File: config.mk
export PLATFORM = sky130hd
export DESIGN_NAME = wb_retire_queue_flat
export DESIGN_NICKNAME = d
export VERILOG_FILES = /design/src/rtl/wb_retire_queue_if.sv /design/src/rtl/wb_retire_queue.sv /design/src/flat_wrapper.sv
export SDC_FILE = /design/constraint.sdc
export NUM_CORES = 1
export LEC_CHECK = 0
export ABC_CLOCK_PERIOD_IN_PS = 5300
export CORE_MARGIN = 2
export CORE_UTILIZATION = 57
export CTS_CLUSTER_DIAMETER = 120
export CTS_CLUSTER_SIZE = 8
export DETAILED_ROUTE_END_ITERATION = 12
export MAX_ROUTING_LAYER = met4
export PLACE_DENSITY = 0.81
export SYNTH_ARGS = -nofsm -noshare
export SYNTH_HDL_FRONTEND = slang
export SYNTH_SLANG_ARGS = --single-unit
File: constraint.sdc
create_clock -name clk -period 5.3 [get_ports clk]
set_input_delay 0.795 -clock clk [delete_from_list [all_inputs] [get_ports clk]]
set_output_delay 0.795 -clock clk [all_outputs]
set_load 0.005 [all_outputs]
File: src/rtl/wb_retire_queue_if.sv
// Writeback retire-queue bundle: upstream entry handshake, register-file write,
// flush report and forwarding lookup.
interface wb_retire_queue_if #(
    parameter int DEPTH = 4,
    parameter int DW    = 32,
    parameter int AW    = 5
);
    localparam int CW = $clog2(DEPTH) + 1;

    logic          ms_to_ws_valid;
    logic          ws_allowin;
    logic [31:0]   in_pc;
    logic          in_gr_we;
    logic [AW-1:0] in_dest;
    logic [DW-1:0] in_result;
    logic          in_ex;
    logic [4:0]    in_excode;
    logic          in_eret;

    logic          rf_ready;
    logic          rf_we;
    logic [AW-1:0] rf_waddr;
    logic [DW-1:0] rf_wdata;

    logic          ws_flush;
    logic          flush_ex;
    logic          flush_eret;
    logic [31:0]   flush_pc;
    logic [4:0]    flush_excode;

    logic [AW-1:0] fwd_raddr;
    logic          fwd_hit;
    logic [DW-1:0] fwd_data;

    logic [CW-1:0] occupancy;

    modport master (
        output ms_to_ws_valid, in_pc, in_gr_we, in_dest, in_result, in_ex, in_excode, in_eret,
        output rf_ready, fwd_raddr,
        input  ws_allowin, rf_we, rf_waddr, rf_wdata,
        input  ws_flush, flush_ex, flush_eret, flush_pc, flush_excode,
        input  fwd_hit, fwd_data, occupancy
    );

    modport slave (
        input  ms_to_ws_valid, in_pc, in_gr_we, in_dest, in_result, in_ex, in_excode, in_eret,
        input  rf_ready, fwd_raddr,
        output ws_allowin, rf_we, rf_waddr, rf_wdata,
        output ws_flush, flush_ex, flush_eret, flush_pc, flush_excode,
        output fwd_hit, fwd_data, occupancy
    );
endinterface

File: src/rtl/wb_retire_queue.sv
// Writeback retire queue: circular FIFO that retires one entry per cycle into the
// register file, raises a flush for exception/ERET entries, and forwards queued results.
module wb_retire_queue #(
    parameter int DEPTH = 4,
    parameter int DW    = 32,
    parameter int AW    = 5
) (
    input  logic              clk,
    input  logic              resetn,
    wb_retire_queue_if.slave  bus
);
    localparam int PW = $clog2(DEPTH);
    localparam int CW = PW + 1;

    typedef struct packed {
        logic [31:0]   pc;
        logic          gr_we;
        logic [AW-1:0] dest;
        logic [DW-1:0] result;
        logic          ex;
        logic [4:0]    excode;
        logic          eret;
    } entry_t;

    entry_t        r_mem [DEPTH];
    logic [DEPTH-1:0] r_valid;
    logic [PW-1:0] r_head;
    logic [PW-1:0] r_tail;
    logic [CW-1:0] r_occ;

    entry_t        w_in_ent;
    entry_t        w_head_ent;
    logic          w_pop;
    logic          w_push;
    logic          w_allowin;
    logic          w_flush;
    logic          w_rf_we;
    logic [PW-1:0] w_fwd_idx;
    logic          w_fwd_hit;
    logic [DW-1:0] w_fwd_data;

    assign w_in_ent = '{pc:     bus.in_pc,
                        gr_we:  bus.in_gr_we,
                        dest:   bus.in_dest,
                        result: bus.in_result,
                        ex:     bus.in_ex,
                        excode: bus.in_excode,
                        eret:   bus.in_eret};

    assign w_head_ent = r_mem[r_head];
    assign w_pop      = (r_occ != '0) && r_valid[r_head] && bus.rf_ready;
    assign w_allowin  = (r_occ < CW'(DEPTH)) || w_pop;
    assign w_push     = bus.ms_to_ws_valid && w_allowin;
    assign w_flush    = w_pop && (w_head_ent.ex || w_head_ent.eret);
    assign w_rf_we    = w_pop && w_head_ent.gr_we && !w_head_ent.ex && !w_head_ent.eret;

    // Pointer/occupancy state. A flush wins over any same-cycle push, which is dropped.
    always_ff @(posedge clk or negedge resetn) begin
        if (!resetn) begin
            r_valid <= '0;
            r_head  <= '0;
            r_tail  <= '0;
            r_occ   <= '0;
        end else if (w_flush) begin
            r_valid <= '0;
            r_head  <= '0;
            r_tail  <= '0;
            r_occ   <= '0;
        end else begin
            // NOTE: when full, push and pop hit the same slot; the later set must win.
            if (w_pop) begin
                r_valid[r_head] <= 1'b0;
                r_head          <= r_head + 1'b1;
            end
            if (w_push) begin
                r_valid[r_tail] <= 1'b1;
                r_tail          <= r_tail + 1'b1;
            end
            r_occ <= r_occ + CW'(w_push) - CW'(w_pop);
        end
    end

    // NOTE: payload has no reset; every output that shows it is gated by a valid entry.
    always_ff @(posedge clk) begin
        if (w_push) begin
            r_mem[r_tail] <= w_in_ent;
        end
    end

    // Walk oldest to youngest so the last match left standing is the youngest.
    always_comb begin
        // NOTE: defaults first so no path through the loop leaves a latch.
        w_fwd_idx  = '0;
        w_fwd_hit  = 1'b0;
        w_fwd_data = '0;
        if (bus.fwd_raddr != '0) begin
            for (int i = 0; i < DEPTH; i++) begin
                w_fwd_idx = r_head + PW'(i);
                if ((CW'(i) < r_occ) && r_valid[w_fwd_idx]
                    && r_mem[w_fwd_idx].gr_we && !r_mem[w_fwd_idx].ex && !r_mem[w_fwd_idx].eret
                    && (r_mem[w_fwd_idx].dest == bus.fwd_raddr)) begin
                    w_fwd_hit  = 1'b1;
                    w_fwd_data = r_mem[w_fwd_idx].result;
                end
            end
        end
    end

    always_comb begin
        bus.rf_we        = w_rf_we;
        bus.rf_waddr     = '0;
        bus.rf_wdata     = '0;
        bus.ws_flush     = w_flush;
        bus.flush_ex     = w_flush && w_head_ent.ex;
        bus.flush_eret   = w_flush && w_head_ent.eret && !w_head_ent.ex;
        bus.flush_pc     = '0;
        bus.flush_excode = '0;
        if (w_rf_we) begin
            bus.rf_waddr = w_head_ent.dest;
            bus.rf_wdata = w_head_ent.result;
        end
        if (w_flush) begin
            bus.flush_pc     = w_head_ent.pc;
            bus.flush_excode = w_head_ent.excode;
        end
    end

    assign bus.ws_allowin = w_allowin;
    assign bus.fwd_hit    = w_fwd_hit;
    assign bus.fwd_data   = w_fwd_data;
    assign bus.occupancy  = r_occ;

endmodule
File: src/flat_wrapper.sv
// flat-port wrapper written by rule: the top's interface ports become plain ports
module wb_retire_queue_flat 
#(
    parameter int DEPTH = 4,
    parameter int DW    = 32,
    parameter int AW    = 5
)
  (clk, resetn, bus_ms_to_ws_valid, bus_in_pc, bus_in_gr_we, bus_in_dest, bus_in_result, bus_in_ex, bus_in_excode, bus_in_eret, bus_rf_ready, bus_fwd_raddr, bus_ws_allowin, bus_rf_we, bus_rf_waddr, bus_rf_wdata, bus_ws_flush, bus_flush_ex, bus_flush_eret, bus_flush_pc, bus_flush_excode, bus_fwd_hit, bus_fwd_data, bus_occupancy);
  wb_retire_queue_if #(.DEPTH(DEPTH), .DW(DW), .AW(AW)) bus_i ();
  input  logic clk;
  input  logic resetn;
  input wire logic [$bits(bus_i.ms_to_ws_valid)-1:0] bus_ms_to_ws_valid;
  input wire logic [$bits(bus_i.in_pc)-1:0] bus_in_pc;
  input wire logic [$bits(bus_i.in_gr_we)-1:0] bus_in_gr_we;
  input wire logic [$bits(bus_i.in_dest)-1:0] bus_in_dest;
  input wire logic [$bits(bus_i.in_result)-1:0] bus_in_result;
  input wire logic [$bits(bus_i.in_ex)-1:0] bus_in_ex;
  input wire logic [$bits(bus_i.in_excode)-1:0] bus_in_excode;
  input wire logic [$bits(bus_i.in_eret)-1:0] bus_in_eret;
  input wire logic [$bits(bus_i.rf_ready)-1:0] bus_rf_ready;
  input wire logic [$bits(bus_i.fwd_raddr)-1:0] bus_fwd_raddr;
  output wire logic [$bits(bus_i.ws_allowin)-1:0] bus_ws_allowin;
  output wire logic [$bits(bus_i.rf_we)-1:0] bus_rf_we;
  output wire logic [$bits(bus_i.rf_waddr)-1:0] bus_rf_waddr;
  output wire logic [$bits(bus_i.rf_wdata)-1:0] bus_rf_wdata;
  output wire logic [$bits(bus_i.ws_flush)-1:0] bus_ws_flush;
  output wire logic [$bits(bus_i.flush_ex)-1:0] bus_flush_ex;
  output wire logic [$bits(bus_i.flush_eret)-1:0] bus_flush_eret;
  output wire logic [$bits(bus_i.flush_pc)-1:0] bus_flush_pc;
  output wire logic [$bits(bus_i.flush_excode)-1:0] bus_flush_excode;
  output wire logic [$bits(bus_i.fwd_hit)-1:0] bus_fwd_hit;
  output wire logic [$bits(bus_i.fwd_data)-1:0] bus_fwd_data;
  output wire logic [$bits(bus_i.occupancy)-1:0] bus_occupancy;
  assign bus_i.ms_to_ws_valid = bus_ms_to_ws_valid;
  assign bus_i.in_pc = bus_in_pc;
  assign bus_i.in_gr_we = bus_in_gr_we;
  assign bus_i.in_dest = bus_in_dest;
  assign bus_i.in_result = bus_in_result;
  assign bus_i.in_ex = bus_in_ex;
  assign bus_i.in_excode = bus_in_excode;
  assign bus_i.in_eret = bus_in_eret;
  assign bus_i.rf_ready = bus_rf_ready;
  assign bus_i.fwd_raddr = bus_fwd_raddr;
  assign bus_ws_allowin = bus_i.ws_allowin;
  assign bus_rf_we = bus_i.rf_we;
  assign bus_rf_waddr = bus_i.rf_waddr;
  assign bus_rf_wdata = bus_i.rf_wdata;
  assign bus_ws_flush = bus_i.ws_flush;
  assign bus_flush_ex = bus_i.flush_ex;
  assign bus_flush_eret = bus_i.flush_eret;
  assign bus_flush_pc = bus_i.flush_pc;
  assign bus_flush_excode = bus_i.flush_excode;
  assign bus_fwd_hit = bus_i.fwd_hit;
  assign bus_fwd_data = bus_i.fwd_data;
  assign bus_occupancy = bus_i.occupancy;
  wb_retire_queue #(.DEPTH(DEPTH), .DW(DW), .AW(AW)) u_core (.clk(clk), .resetn(resetn), .bus(bus_i));
endmodule
==> reports/qor.yml <==
status: "complete, no violations"
r2r-start: "u_core.r_head[1]"
numCtsBuffers: 45
first_global_vias: 10400
clock-sinks: 319
synth-edff-count: 308
timing.max_cap.violations: 0
clockBufferDepth: 3
num-nets-final: 1283
timing.critical_path.max_delay_family: "buffers and inverters"
fin_ws_ps: 145
dp_cells: 1523
fin_setup_tns_ps: 0
die_h_um: 178
slowest_stage: "dfrtp_4"
clk_pin_slew_ps: 50
crit_fanout: 33
gr-total-overflow: 0
syn2layout_area_growth_pct: 20.8
track_usage_pct: 25.1
grt_max_degree: 118
grt_pass1_wl_um: 58400
synth-main-ff-cell: "edfxtp_1"
regToRegEndpoint: "u_core.r_mem[0][35]"
cp_num_buf_inv: 3
worst_slew_pin_slew_ps: 917
min_from: "u_core.r_valid[1]"
fill_cells: 1925
place.port_buffers: 200
cp.arrival_ps: 4360
htreeDepth: 2
syn_area_um2: 17300
hp-class: "reg2reg"
ys_seq_elements: 319
ys_warn_count: 0
num_vias: 10300
worstSetupEndpointType: "primary output"
rsz0062_at_grt: "true"
holdPathEnd: "u_core.r_valid[1]"
drtIter0Drc: 860
reg2regPathDepth: 7
seq_area_frac_synth_pct: 55.1
power_frac_seq_pct: 36.4
sw_frac_of_total_pct: 31.3
synth_fp_nets: 1100
coreArea_um2: 29700
fin_cells: 1592
required_ps: 4510
cts_root_buf: "clkbuf_16"
antenna_found_initial: 6
wl_um: 39300
synth-async-reset-ratio_pct: 3.45
holdPathStages: 2
gp_congestion: 0.853
start_kind: "flip-flop"
power.switching_w: 0.00300
p_int_w: 0.00659
ys_types: 42
post-route-period-util_pct: 97.3
power_frac_clock_pct: 26.3
fin_crit_ps: 5160
initial_core_util_pct: 58.2
slowest_delay_ps: 610
finalSetupViolCount: 0
placed_area_um2: 19600
relSlewSlack_pct: 38.8
critical_path_depth: 10
skew_ps: 16.1
place_ws_ps: 549
worstPathCellList: "inv_2 -> ha_4 -> mux4_2 -> xor2_1 -> a2111o_2 -> buf_4 -> mux2i_1 -> o211ai_1 -> o211a_1 -> clkdlybuf4s50_1"
vias_per_cell: 6.49
critical_path_class: "reg2out"
p_leak_nw: 7.26
fmax_mhz: 194
rows: 63
postLayoutCellArea_um2: 20900
finalHoldViolations: 0
powerDensity_nw_per_um2: 459
syn_inst: 1001
rrSetupSlack_ps: 1390
die_x_um: 178
drive_gt1_share_pct: 27.7
cts_hold_buf: 0
max-vdd-ir-drop_mv: 0.384
dieArea_um2: 31700
drc: 0
slew_viol_final: 0
clock_latency_ps: 540
cts_tree: "done"
first_pass_iters: 5
wl_per_cell_um: 24.7
p_comb_share_pct: 37.3
hold_slack_ps: 529
dp_hpwl_um: 23300
ios: 201
syn_avg_cell_area_um2: 17.3
ant_nets: 0
power by group through the flow:
stage / combinational (W) / clock [W] / sequential, W
6_report: 0.00358 / 0.00252 / 0.00349
5_1_grt: 0.00385 / 0.00267 / 0.00352
4_1_cts: 0.00356 / 0.00257 / 0.00348
3_5_place_dp: 0.00352 / 0 / 0.00353
3_3_place_gp: 0.00348 / 0 / 0.00350
2_1_floorplan: 0.00261 / 0 / 0.00346
routing by layer:
layer	routed length (um)	global-route usage (%)	share of wire (%)
met1	15500	32.6	39
met2	19400	40.0	49
met3	3540	6.39	9.0
met4	846	6.63	2.2
met5	0	-	0
timing repair:
item,in CTS,in global routing
setup buffers,1,1
cloned,0,2
pin swaps,0,1
resized for setup,0,2
setup endpoints to repair,15,10
area by class of cell:
type	instances	area (um2)	area share, %
Antenna cell	6	15.0	0.0719
Clock buffer	56	1170	5.59
Clock inverter	3	68.8	0.330
Inverter	13	48.8	0.234
Multi-Input combinational cell	579	7240	34.7
Sequential cell	319	9530	45.6
Tap cell	390	488	2.34
Timing Repair Buffer	226	2330	11.1
worst max-delay path by stage:
stage                      from                 end  slack [ps]
5_1_grt        u_core.r_head[0]     bus_fwd_data[0]         -20
4_1_cts        u_core.r_head[0]     bus_fwd_data[0]         110
6_report       u_core.r_head[0]     bus_fwd_data[0]         140
3_3_place_gp   u_core.r_head[0]     bus_fwd_data[0]         620
3_5_place_dp   u_core.r_head[0]     bus_fwd_data[0]         550
2_1_floorplan  u_core.r_head[0]  u_core.r_mem[0][0]        1360
logic make-up after synthesis:
family,after synthesis,share of synthesized area [%]
and+or+nand+nor,233,7.77
muxes,227,26.7
buffers and inverters,104,3.41
xor gates and xnor gates,24,1.26
DFF,319,55.1
adders and majority gates,13,0.985
AOI/OAI and AO/OA,81,4.73
cell usage in the layout (no fill, tap or decap), drive strengths merged:
| cell | Yosys | routed |
|---|---|---|
| nor2b | 1 | 1 |
| mux2 | 2 | 2 |
| xnor2 | 16 | 16 |
| and2 | 44 | 44 |
| a2111o | 1 | 1 |
| ha | 12 | 12 |
| o21ai | 1 | 1 |
| o211ai | 35 | 35 |
| clkinv | 0 | 2 |
| fa | 1 | 1 |
| or4 | 1 | 2 |
| nand2b | 1 | 1 |
| o211a | 32 | 32 |
| nor2 | 19 | 19 |
| xor2 | 8 | 8 |
| a31oi | 1 | 1 |
| inv | 13 | 14 |
| clkbuf | 36 | 58 |
| nor4bb | 4 | 4 |
| dfrtp | 11 | 11 |
| mux4 | 186 | 186 |
| and3 | 38 | 38 |
| diode | 0 | 6 |
| edfxtp | 308 | 308 |
| o2111ai | 1 | 1 |
| a21oi | 7 | 7 |
| mux2i | 39 | 39 |
| a21boi | 2 | 2 |
| nor3 | 35 | 35 |
| nand2 | 76 | 76 |
| nor3b | 3 | 3 |
| nand3 | 7 | 7 |
| clkdlybuf4s50 | 0 | 200 |
| nand4 | 4 | 4 |
| buf | 55 | 24 |
| a22oi | 1 | 1 |
worst min-delay path, stage by stage, from the launching register on:
cell and delay, ps:
dfrtp_1 350, a21oi_1 70, nor2_1 70
synth_stat cells, types with 8 or more instances:
cell | instances | share of area, %
edfxtp_1 | 308 | 54
mux4_2 | 181 | 24
nand2_1 | 76 | 1.7
and2_1 | 44 | 1.6
mux2i_1 | 39 | 2.3
and3_1 | 38 | 1.4
clkbuf_1 | 36 | 0.78
o211a_1 | 32 | 1.9
nor3_2 | 29 | 1.7
o211ai_2 | 29 | 2.1
buf_2 | 27 | 0.78
nor2_1 | 19 | 0.41
buf_6 | 17 | 1.1
xnor2_1 | 15 | 0.76
ha_1 | 12 | 0.87
inv_1 | 12 | 0.26
dfrtp_1 | 11 | 1.6
buf_4 | 10 | 0.43
xor2_1 | 8 | 0.41
per-stage QoR:
step | utilization, % | total power, W
4_1_cts | 70.1 | 0.00961
3_5_place_dp | 65.9 | 0.00705
2_1_floorplan | - | 0.00607
5_1_grt | 70.3 | 0.0100
6_report | 70.3 | 0.00959
3_3_place_gp | 65.9 | 0.00697
state kept, by name, indices dropped and copies added (netlist names):
signal	flops
u_core.bus.occupancy	3
u_core.r_mem	308
u_core.r_tail	2
u_core.r_head	2
u_core.r_valid	4
Power figures use the tool's default switching activity.
